## src/rtl/note_player_pkg.sv

```systemverilog
// Shared types and the note-to-phase-step table for note_player.
// FREQ_STEP[n] = round(440 * 2^((n-49)/12) * 2^20 / 48000); entry 0 is a rest.
package note_player_pkg;

  localparam int PHASE_W_DEF = 20;
  localparam int NOTE_W      = 6;

  typedef enum logic {
    IDLE    = 1'b0,
    PLAYING = 1'b1
  } state_t;

  typedef logic [PHASE_W_DEF-1:0] step_t;

  localparam step_t FREQ_STEP [64] = '{
    20'd0,     20'd601,   20'd636,   20'd674,   20'd714,   20'd757,   20'd802,   20'd850,
    20'd900,   20'd954,   20'd1010,  20'd1070,  20'd1134,  20'd1201,  20'd1273,  20'd1349,
    20'd1429,  20'd1514,  20'd1604,  20'd1699,  20'd1800,  20'd1907,  20'd2021,  20'd2141,
    20'd2268,  20'd2403,  20'd2546,  20'd2697,  20'd2858,  20'd3028,  20'd3208,  20'd3398,
    20'd3600,  20'd3815,  20'd4041,  20'd4282,  20'd4536,  20'd4806,  20'd5092,  20'd5395,
    20'd5715,  20'd6055,  20'd6415,  20'd6797,  20'd7201,  20'd7629,  20'd8083,  20'd8563,
    20'd9072,  20'd9612,  20'd10184, 20'd10789, 20'd11431, 20'd12110, 20'd12830, 20'd13593,
    20'd14402, 20'd15258, 20'd16165, 20'd17127, 20'd18145, 20'd19224, 20'd20367, 20'd21578
  };

endpackage

```

## src/rtl/note_player_frequency_rom.sv

```systemverilog
// Combinational note index to phase-step lookup.
module frequency_rom
  import note_player_pkg::*;
(
  input  logic [NOTE_W-1:0] note,
  output step_t             step
);

  assign step = FREQ_STEP[note];

endmodule

```

## src/rtl/note_player.sv

```systemverilog
// Sawtooth note player: phase accumulator, beat counter and IDLE/PLAYING FSM.
// Build option NOTE_PLAYER_REST_EN: note 0 outputs silence instead of a constant -32768.
module note_player
  import note_player_pkg::*;
#(
  parameter int PHASE_W  = PHASE_W_DEF,
  parameter int SAMPLE_W = 16
) (
  input  logic                       clk,
  input  logic                       reset,
  input  logic                       play_enable,
  input  logic [NOTE_W-1:0]          note,
  input  logic [NOTE_W-1:0]          duration,
  input  logic                       load_new_note,
  input  logic                       beat,
  input  logic                       generate_next_sample,
  output logic                       done_with_note,
  output logic signed [SAMPLE_W-1:0] sample_out,
  output logic                       new_sample_ready
);

  state_t                state_reg, state_next;
  logic [PHASE_W-1:0]    phase_reg, phase_next, phase_sum;
  logic [PHASE_W-1:0]    step_reg, step_next, rom_step;
  logic [NOTE_W-1:0]     count_reg, count_next, count_inc;
  logic [NOTE_W-1:0]     dur_reg, dur_next;
  logic [SAMPLE_W-1:0]   sample_reg, sample_next;
  logic                  ready_reg, ready_next;
  logic                  done_reg, done_next;
  logic                  playing_src;
  step_t                 rom_step_raw;
`ifdef NOTE_PLAYER_REST_EN
  logic                  rest_reg, rest_next;
`endif

  frequency_rom u_frequency_rom (
    .note (note),
    .step (rom_step_raw)
  );

  assign rom_step  = PHASE_W'(rom_step_raw);
  assign count_inc = count_reg + 6'd1;

  always_ff @(posedge clk) begin
    if (!reset) state_reg <= IDLE;
    else        state_reg <= state_next;
  end

  always_comb begin
    state_next = state_reg;
    if (load_new_note)
      state_next = (duration == '0) ? IDLE : PLAYING;
    else if (state_reg == PLAYING && play_enable && beat && count_inc == dur_reg)
      state_next = IDLE;
  end

  // A load coinciding with a sample tick advances from a cleared phase using the new step.
  always_comb begin
    step_next   = step_reg;
    phase_next  = phase_reg;
    count_next  = count_reg;
    dur_next    = dur_reg;
    sample_next = sample_reg;
    ready_next  = 1'b0;
    done_next   = 1'b0;
    phase_sum   = '0;
    playing_src = load_new_note ? (duration != '0) : (state_reg == PLAYING);
`ifdef NOTE_PLAYER_REST_EN
    rest_next   = rest_reg;
`endif

    if (load_new_note) begin
      step_next  = rom_step;
      phase_next = '0;
      count_next = '0;
      dur_next   = duration;
      done_next  = (duration == '0);
`ifdef NOTE_PLAYER_REST_EN
      rest_next  = (note == '0);
`endif
    end else if (state_reg == PLAYING && play_enable && beat) begin
      count_next = count_inc;
      done_next  = (count_inc == dur_reg);
    end

    if (play_enable && generate_next_sample) begin
      ready_next = 1'b1;
      phase_sum  = (load_new_note ? '0 : phase_reg) + (load_new_note ? rom_step : step_reg);
      if (playing_src) begin
        phase_next  = phase_sum;
        sample_next = {~phase_sum[PHASE_W-1], phase_sum[PHASE_W-2 -: SAMPLE_W-1]};
`ifdef NOTE_PLAYER_REST_EN
        if (load_new_note ? (note == '0) : rest_reg) sample_next = '0;
`endif
      end else begin
        sample_next = '0;
      end
    end
  end

  always_ff @(posedge clk) begin
    if (!reset) begin
      phase_reg  <= '0;
      step_reg   <= '0;
      count_reg  <= '0;
      dur_reg    <= '0;
      sample_reg <= '0;
      ready_reg  <= 1'b0;
      done_reg   <= 1'b0;
    end else begin
      phase_reg  <= phase_next;
      step_reg   <= step_next;
      count_reg  <= count_next;
      dur_reg    <= dur_next;
      sample_reg <= sample_next;
      ready_reg  <= ready_next;
      done_reg   <= done_next;
    end
  end

`ifdef NOTE_PLAYER_REST_EN
  always_ff @(posedge clk) begin
    if (!reset) rest_reg <= 1'b0;
    else        rest_reg <= rest_next;
  end
`endif

  assign done_with_note   = done_reg;
  assign sample_out       = sample_reg;
  assign new_sample_ready = ready_reg;

endmodule

```

## config.mk

```make
export PLATFORM = sky130hd
export DESIGN_NAME = note_player
export DESIGN_NICKNAME = d
export VERILOG_FILES = /design/src/rtl/note_player_pkg.sv /design/src/rtl/note_player_frequency_rom.sv /design/src/rtl/note_player.sv
export SDC_FILE = /design/constraint.sdc
export NUM_CORES = 1
export LEC_CHECK = 0
export CELL_PAD_IN_SITES_DETAIL_PLACEMENT = 1
export CELL_PAD_IN_SITES_GLOBAL_PLACEMENT = 1
export CORE_AREA = 2 2 139 128
export CTS_CLUSTER_DIAMETER = 80
export DETAILED_ROUTE_END_ITERATION = 16
export DIE_AREA = 0 0 141 130
export GPL_TIMING_DRIVEN = 0
export PLACE_DENSITY = 0.65
export SLEW_MARGIN = 20
export SYNTH_ARGS = -nofsm -noshare
export SYNTH_HDL_FRONTEND = slang
export SYNTH_SLANG_ARGS = --single-unit
```

## constraint.sdc

```tcl
create_clock -name clk -period 8.6 [get_ports clk]
set_clock_uncertainty 0.2 [all_clocks]
set_input_delay 1.72 -clock clk [delete_from_list [all_inputs] [get_ports clk]]
set_output_delay 1.72 -clock clk [all_outputs]
set_load 0.05 [all_outputs]
```

# [Word-level counts from Yosys, hierarchy flattened]
# Memory sizes are Yosys's and may differ from the RTL's.
# Index checks and enable logic that the tools add are counted.
# Widths: inputs -> output; s select.
[classes] add_sub_neg=2 mul=0 n_div=0 order_cmp=1 eq_ne=1 n_shift=0 n_mux=14 bitwise_logic=3 n_reduce_logical=8
[op_table] op="$mux 20" count=6
[op_table] op="$add 20x20->20" count=1
[op_table] op="$mux 16" count=1
[op_table] op="$ge 7x7->1 const B" count=1
[op_table] op="$mux 1" count=7
[op_table] op="$not 6->7" count=1
[op_table] op="$add 6x1->6 const B" count=1
[op_table] op="$eq 6x6->1" count=1
[op_table] op="$logic_not 6->1" count=1
[op_table] op="$reduce_bool 6->1" count=1
[op_table] op="$logic_and 1x1->1" count=4
[op_table] op="$not 1->1" count=2
[op_table] op="$reduce_bool 2->1" count=1
[op_table] op="$reduce_or 2->1" count=1
[word_totals] reg_bits=71 latch_bits=0 ramBits=0 mem_bits_ro=1280 inputBits=18 output_inout_bits=18 elab_cells=38 n_memories=1
[memory_table] memory="(no name shown)" words=64 word_bits=20 read_ports=1 rd_clocked_by_memory_dff=0 wr=0 line_no="note_player_frequency_rom.sv:9" text="assign step = FREQ_STEP[note];"

# [Logic depth before layout (Yosys ltp)]
# Gate-level depths: netlist (run 1).
[logic_depth] ltp_word=8 mapped_depth=17 mapped_depth_nobuf=15

# [Cells and area by module]
# A second synthesis (run 1) with hierarchy kept.
[unflattened] hier_cells=654 hier_area_um2=5393.9
[by_module_without_submodules] module="note_player" instances=1 cells_per_inst=436 area_per_inst_um2=3968.8
[by_module_without_submodules] module="frequency_rom" instances=1 cells_per_inst=218 area_per_inst_um2=1425.1

# [Least setup slack after synthesis (run 1)]
# Ideal clock, no wire load.
[synth_path] path_kind="in2reg" start="in note[0]" end="reg sample_reg[15], in the netlist sample_out[15]" setup_ns=0.116 t_arrival_ns=5.103 t_required_ns=8.284 path_slack_ns=3.181 path_stages=15 path_buffers=2 cell_sequence="clkbuf_1 > inv_1 > ha_1 > buf_2 > o21ai_0 > a21boi_0 > mux4_2 > mux2_2 > ha_1 > a21oi_1 > o211ai_1 > nand2_1 > a21oi_1 > or2_2 > a31o_2"
[synth_between] elab_chain_cells=8
[synth_lines] element="start, declared" line_no="note_player.sv:12" text="input logic [NOTE_W-1:0] note,"
[synth_lines] element="$not 6->7 (not written as such)" line_no="note_player_frequency_rom.sv:9"
[synth_lines] element="$mem_v2 64x20"
[synth_lines] element="$mux 20 (not written as such) (2 in a row)" line_no="note_player_frequency_rom.sv:9"
[synth_lines] element="$mux 20"
[synth_lines] element="$add 20x20->20" line_no="note_player.sv:88" text="phase_sum = (load_new_note ? '0 : phase_reg) + (load_new_note ? rom_step : step_reg);"
[synth_lines] element="$not 1->1" line_no="note_player.sv:91" text="sample_next = {~phase_sum[PHASE_W-1], phase_sum[PHASE_W-2 -: SAMPLE_W-1]};"
[synth_lines] element="$mux 16" line_no="note_player.sv:89" text="if (playing_src) begin"
[synth_lines] element="end signal, assigned" line_no="note_player.sv:115" text="sample_reg <= sample_next;"
[synth_lines] element="end, declared" line_no="note_player.sv:27" text="logic [SAMPLE_W-1:0] sample_reg, sample_next;"
# No other way between the ends. The select of a mux whose other input is x is not followed.
# A chain may end at the register's enable or synchronous reset.

# [Final worst setup path (run 1)]
[layout_path] start="in note[0]" end="reg sample_reg[14], in the netlist sample_out[14]"
[layout_between] elab_chain_cells=7
[layout_lines] element="$not 6->7 (not written as such)" line_no="note_player_frequency_rom.sv:9"
[layout_lines] element="$mem_v2 64x20"
[layout_lines] element="$mux 20 (not written as such) (2 in a row)" line_no="note_player_frequency_rom.sv:9"
[layout_lines] element="$mux 20"
[layout_lines] element="$add 20x20->20" line_no="note_player.sv:88"
[layout_lines] element="$mux 16" line_no="note_player.sv:89"
# No other way between the ends. The select of a mux whose other input is x is not followed.

==> results of run 1 <==
==> layer usage <==
layer / part of all wire [%] / routed length [um] / vias to the layer above
li1: - / - / 2295
met1: 48 / 8050 / 2348
met2: 46 / 7640 / 119
met3: 4.4 / 729 / 25
met4: 1.8 / 297 / 0
met5: 0 / 0 / -
==> area by class of cell <==
cell class	instances	area, um^2
clock buffer	14	284
sequential	71	1420
tap	216	270
inverter	16	60.1
fill	2034	11200
timing repair buffer	33	330
buffer	42	210
multi-input combinational	481	3270
clock inverter	2	60.1
==> critical path: cells and delay by family <==
| kind | cells | cell delay (ns) |
|---|---|---|
| adder cells (fa/ha/maj) | 2 | 0.83 |
| multiplexers | 2 | 0.84 |
| XOR/XNOR | 1 | 0.22 |
| AO/OA/AOI/OAI | 7 | 1.82 |
| buffers and inverters | 4 | 1.63 |
==> cells in the final DEF (no fill, tap or decap), drive strengths merged, types with 6 or more instances in the layout <==
master / count
nor3: 10
a211oi: 12
ha: 32
xor2: 9
xnor2: 21
a22o: 13
a21o: 6
clkdlybuf4s50: 33
o211ai: 14
buf: 24
mux2i: 13
clkbuf: 32
o21ai: 50
nand2b: 7
and2: 20
nor2b: 29
nor2: 37
nand2: 60
inv: 15
nand3: 11
dfxtp: 71
a21oi: 55
a31oi: 8
mux4: 8
==> final timing paths <==
kind,start,endpoint,slack (ns)
setup / recovery,note[0],sample_out[14]$_SDFFE_PN0P_,1.54
hold / removal,step_reg[17]$_SDFF_PN0_,step_reg[17]$_SDFF_PN0_,0.25
setup reg to reg,step_reg[0]$_SDFF_PN0_,sample_out[14]$_SDFFE_PN0P_,5.61
hold reg to reg,step_reg[17]$_SDFF_PN0_,step_reg[17]$_SDFF_PN0_,0.25
==> cell families after synthesis <==
family / share of synthesized area (%)
AO/OA/AOI/OAI: 24.9
XOR/XNOR: 5.30
adder cells (fa/ha/maj): 8.47
buffers and inverters: 5.45
flip-flops: 28.6
multiplexers: 7.46
AND/OR/NAND/NOR: 19.8
==> power groups by stage <==
stage	clock network (mW)	logic (mW)	registers [mW]
final	0.427	0.204	0.347
after global routing	0.451	0.223	0.349
after CTS	0.435	0.203	0.348
after detailed placement	0	0.201	0.354
after global placement	0	0.199	0.354
after floorplan	0	0.129	0.362
==> metrics by stage <==
step                      instances  worst slack (ns)  util, %  hold slack (ns)
after floorplan                 610              3.18        -            0.221
after detailed placement        859              1.26     32.5            0.236
final                           875              1.54     34.6            0.251
after global placement          859              1.38     32.5            0.241
after CTS                       875              1.61     34.6            0.254
after global routing            875              1.23     34.6            0.260
==> flow_summary.json, run 1 <==
{
  "outcome": "complete, no violations",
  "vias_per_cell": 5.47,
  "post_synth_instance_area_um2": 4960,
  "timing.critical_path.required_ns": 8.61,
  "critical_setup_path_class": "in -> reg",
  "initial_core_utilization_pct": 29.0,
  "dr.first_iter.drc_count": 310,
  "floorplan.die_area_um2": 18300,
  "wire_length_of_the_first_global_routing_pass_um": 27000,
  "numCtsBuffers": 9,
  "ioPinCount": 36,
  "timing.setup.tns_ns": 0,
  "avgRoutedWirePerCell_um": 19.1,
  "final_layout_size_suffix_gt1_share_pct": 8.35,
  "cts_max_path_buffers": 2,
  "max_clock_freq_mhz": 142,
  "rd_place_congestion": 0.926,
  "synth_cells": 610,
  "antenna_found_initial": 0,
  "synth_warnings": 0,
  "critical_path.startpoint_type": "input port",
  "insertion_delay_ns": 0.34,
  "share_clk_of_total_power_pct": 43.6,
  "synth_most_common_cell": "sky130_fd_sc_hd__dfxtp_1",
  "grt.busiest_layer": "met2",
  "synth_area_per_cell_um2": 8.13,
  "layout-area-overhead-vs-synth_pct": 19.0,
  "cell_area_after_placement_um2": 5560,
  "globalRouteMet2Util_pct": 31.6,
  "synth_enable_flop_cells": 0,
  "worst-slew-pin-transition_ns": 1.10,
  "cts_tree": "built",
  "postCtsResizedCells": 0,
  "synth_common_cells": "sky130_fd_sc_hd__dfxtp_1, sky130_fd_sc_hd__nand2_1, sky130_fd_sc_hd__a21oi_1, sky130_fd_sc_hd__o21ai_0, sky130_fd_sc_hd__nor2_1",
  "dp_hpwl_um": 12400,
  "postRouteAntennaNets": 0,
  "numClockSinks": 71,
  "critPathCaptureType": "flop",
  "design_power_total_uw": 979,
  "final-max-slew-violation-count": 0,
  "synth_cell_type_count": 64,
  "number_of_hold_violations_in_the_final_report": 0,
  "hold_path_class": "reg -> reg",
  "io_buffers": 33,
  "dieHeight_um": 130,
  "postCtsSetupRepairBufs": 0,
  "leakagePower_nw": 2.31,
  "setup_viol": 0,
  "grt_setup_unrepaired": "no",
  "postSynthRegisterBits": 71,
  "relSlewSlack_pct": 26.5,
  "crit_path_top_delay_cell": "sky130_fd_sc_hd__clkdlybuf4s50_1",
  "post_synthesis_net_count": 661,
  "critPathMaxStageDelay_ns": 0.69,
  "async_reset_ff_share_pct": 0,
  "worst-endpoint-arrival_ns": 7.07,
  "power.density_cell_area_nw_per_um2": 166,
  "crit_chain": "clkdlybuf4s50_1, clkbuf_1, inv_1, ha_1, buf_2, o21ai_0, a21boi_0, mux4_2, mux2_2, ha_1, o21ai_0, a21oi_1, a21oi_1, o41ai_1, xnor2_1, o21ai_0",
  "dieWidth_um": 141,
  "critPathMaxFanout": 10,
  "htree_levels": 3,
  "row_count": 46,
  "overflow": 0,
  "number_of_drc_violations_after_detailed_routing": 0,
  "seq_power_share_pct": 35.5,
  "grt_max_degree": 12,
  "clk_transition_reported_paths_ns": 0.06,
  "netSwitchingFraction_pct": 27.8,
  "via_count": 4787,
  "clockRootBuffer": "sky130_fd_sc_hd__clkbuf_16",
  "rr_worst_depth": 10,
  "dominantRegCellSynth": "sky130_fd_sc_hd__dfxtp_1",
  "gr-usage-met3_pct": 3.23,
  "final.period_utilization_pct": 82.0,
  "number_of_global_route_vias_before_repair": 4963,
  "core-area_um2": 17100,
  "critical_path.most_common_cell": "sky130_fd_sc_hd__o21ai_0",
  "drt_wl_total_um": 16700,
  "drt_pre_antenna_iters": 5,
  "cellInternalPower_uw": 706,
  "final.min_clock_period_ns": 7.06,
  "yosysTopAreaCell": "sky130_fd_sc_hd__dfxtp_1",
  "net-switching-power_uw": 273,
  "num_antenna_cells": 0,
  "share_of_yosys_cell_area_claimed_by_the_top_area_cell_type_pct": 28.6,
  "use_met1_pct": 25.3,
  "drv_cap": 0,
  "synth.yosys.seq_area_share_pct": 28.6,
  "power.ir.vdd_worst_uv": 93.4,
  "grt_use_total_pct": 18.9,
  "cts_hold_buf": 0,
  "ys_top_cells_by_area": "sky130_fd_sc_hd__dfxtp_1, sky130_fd_sc_hd__ha_1, sky130_fd_sc_hd__a21oi_1",
  "count_of_cells_along_the_worst_hold_path": 1,
  "fin_area_um2": 5910,
  "combPwrFrac_pct": 20.9,
  "final_nets": 705
}
Note: power is estimated with default switching activity, not from simulation.
==> inputs of run 2 (changes only) <==
- clock period: 8.6 -> 7.1 ns (I/O delays scaled with it)
==> results of run 2 <==
Same layout as run 1 (identical final DEF). Status: complete, no violations.
Main changes from that run: setup slack after placement 1.26 ns -> 0.0647 ns; setup slack after layout 1.54 ns -> 0.345 ns; register-to-register setup slack 5.61 ns -> 4.11 ns; total power 0.979 mW -> 1.19 mW; worst IR drop on VDD 93.4 uV -> 113 uV
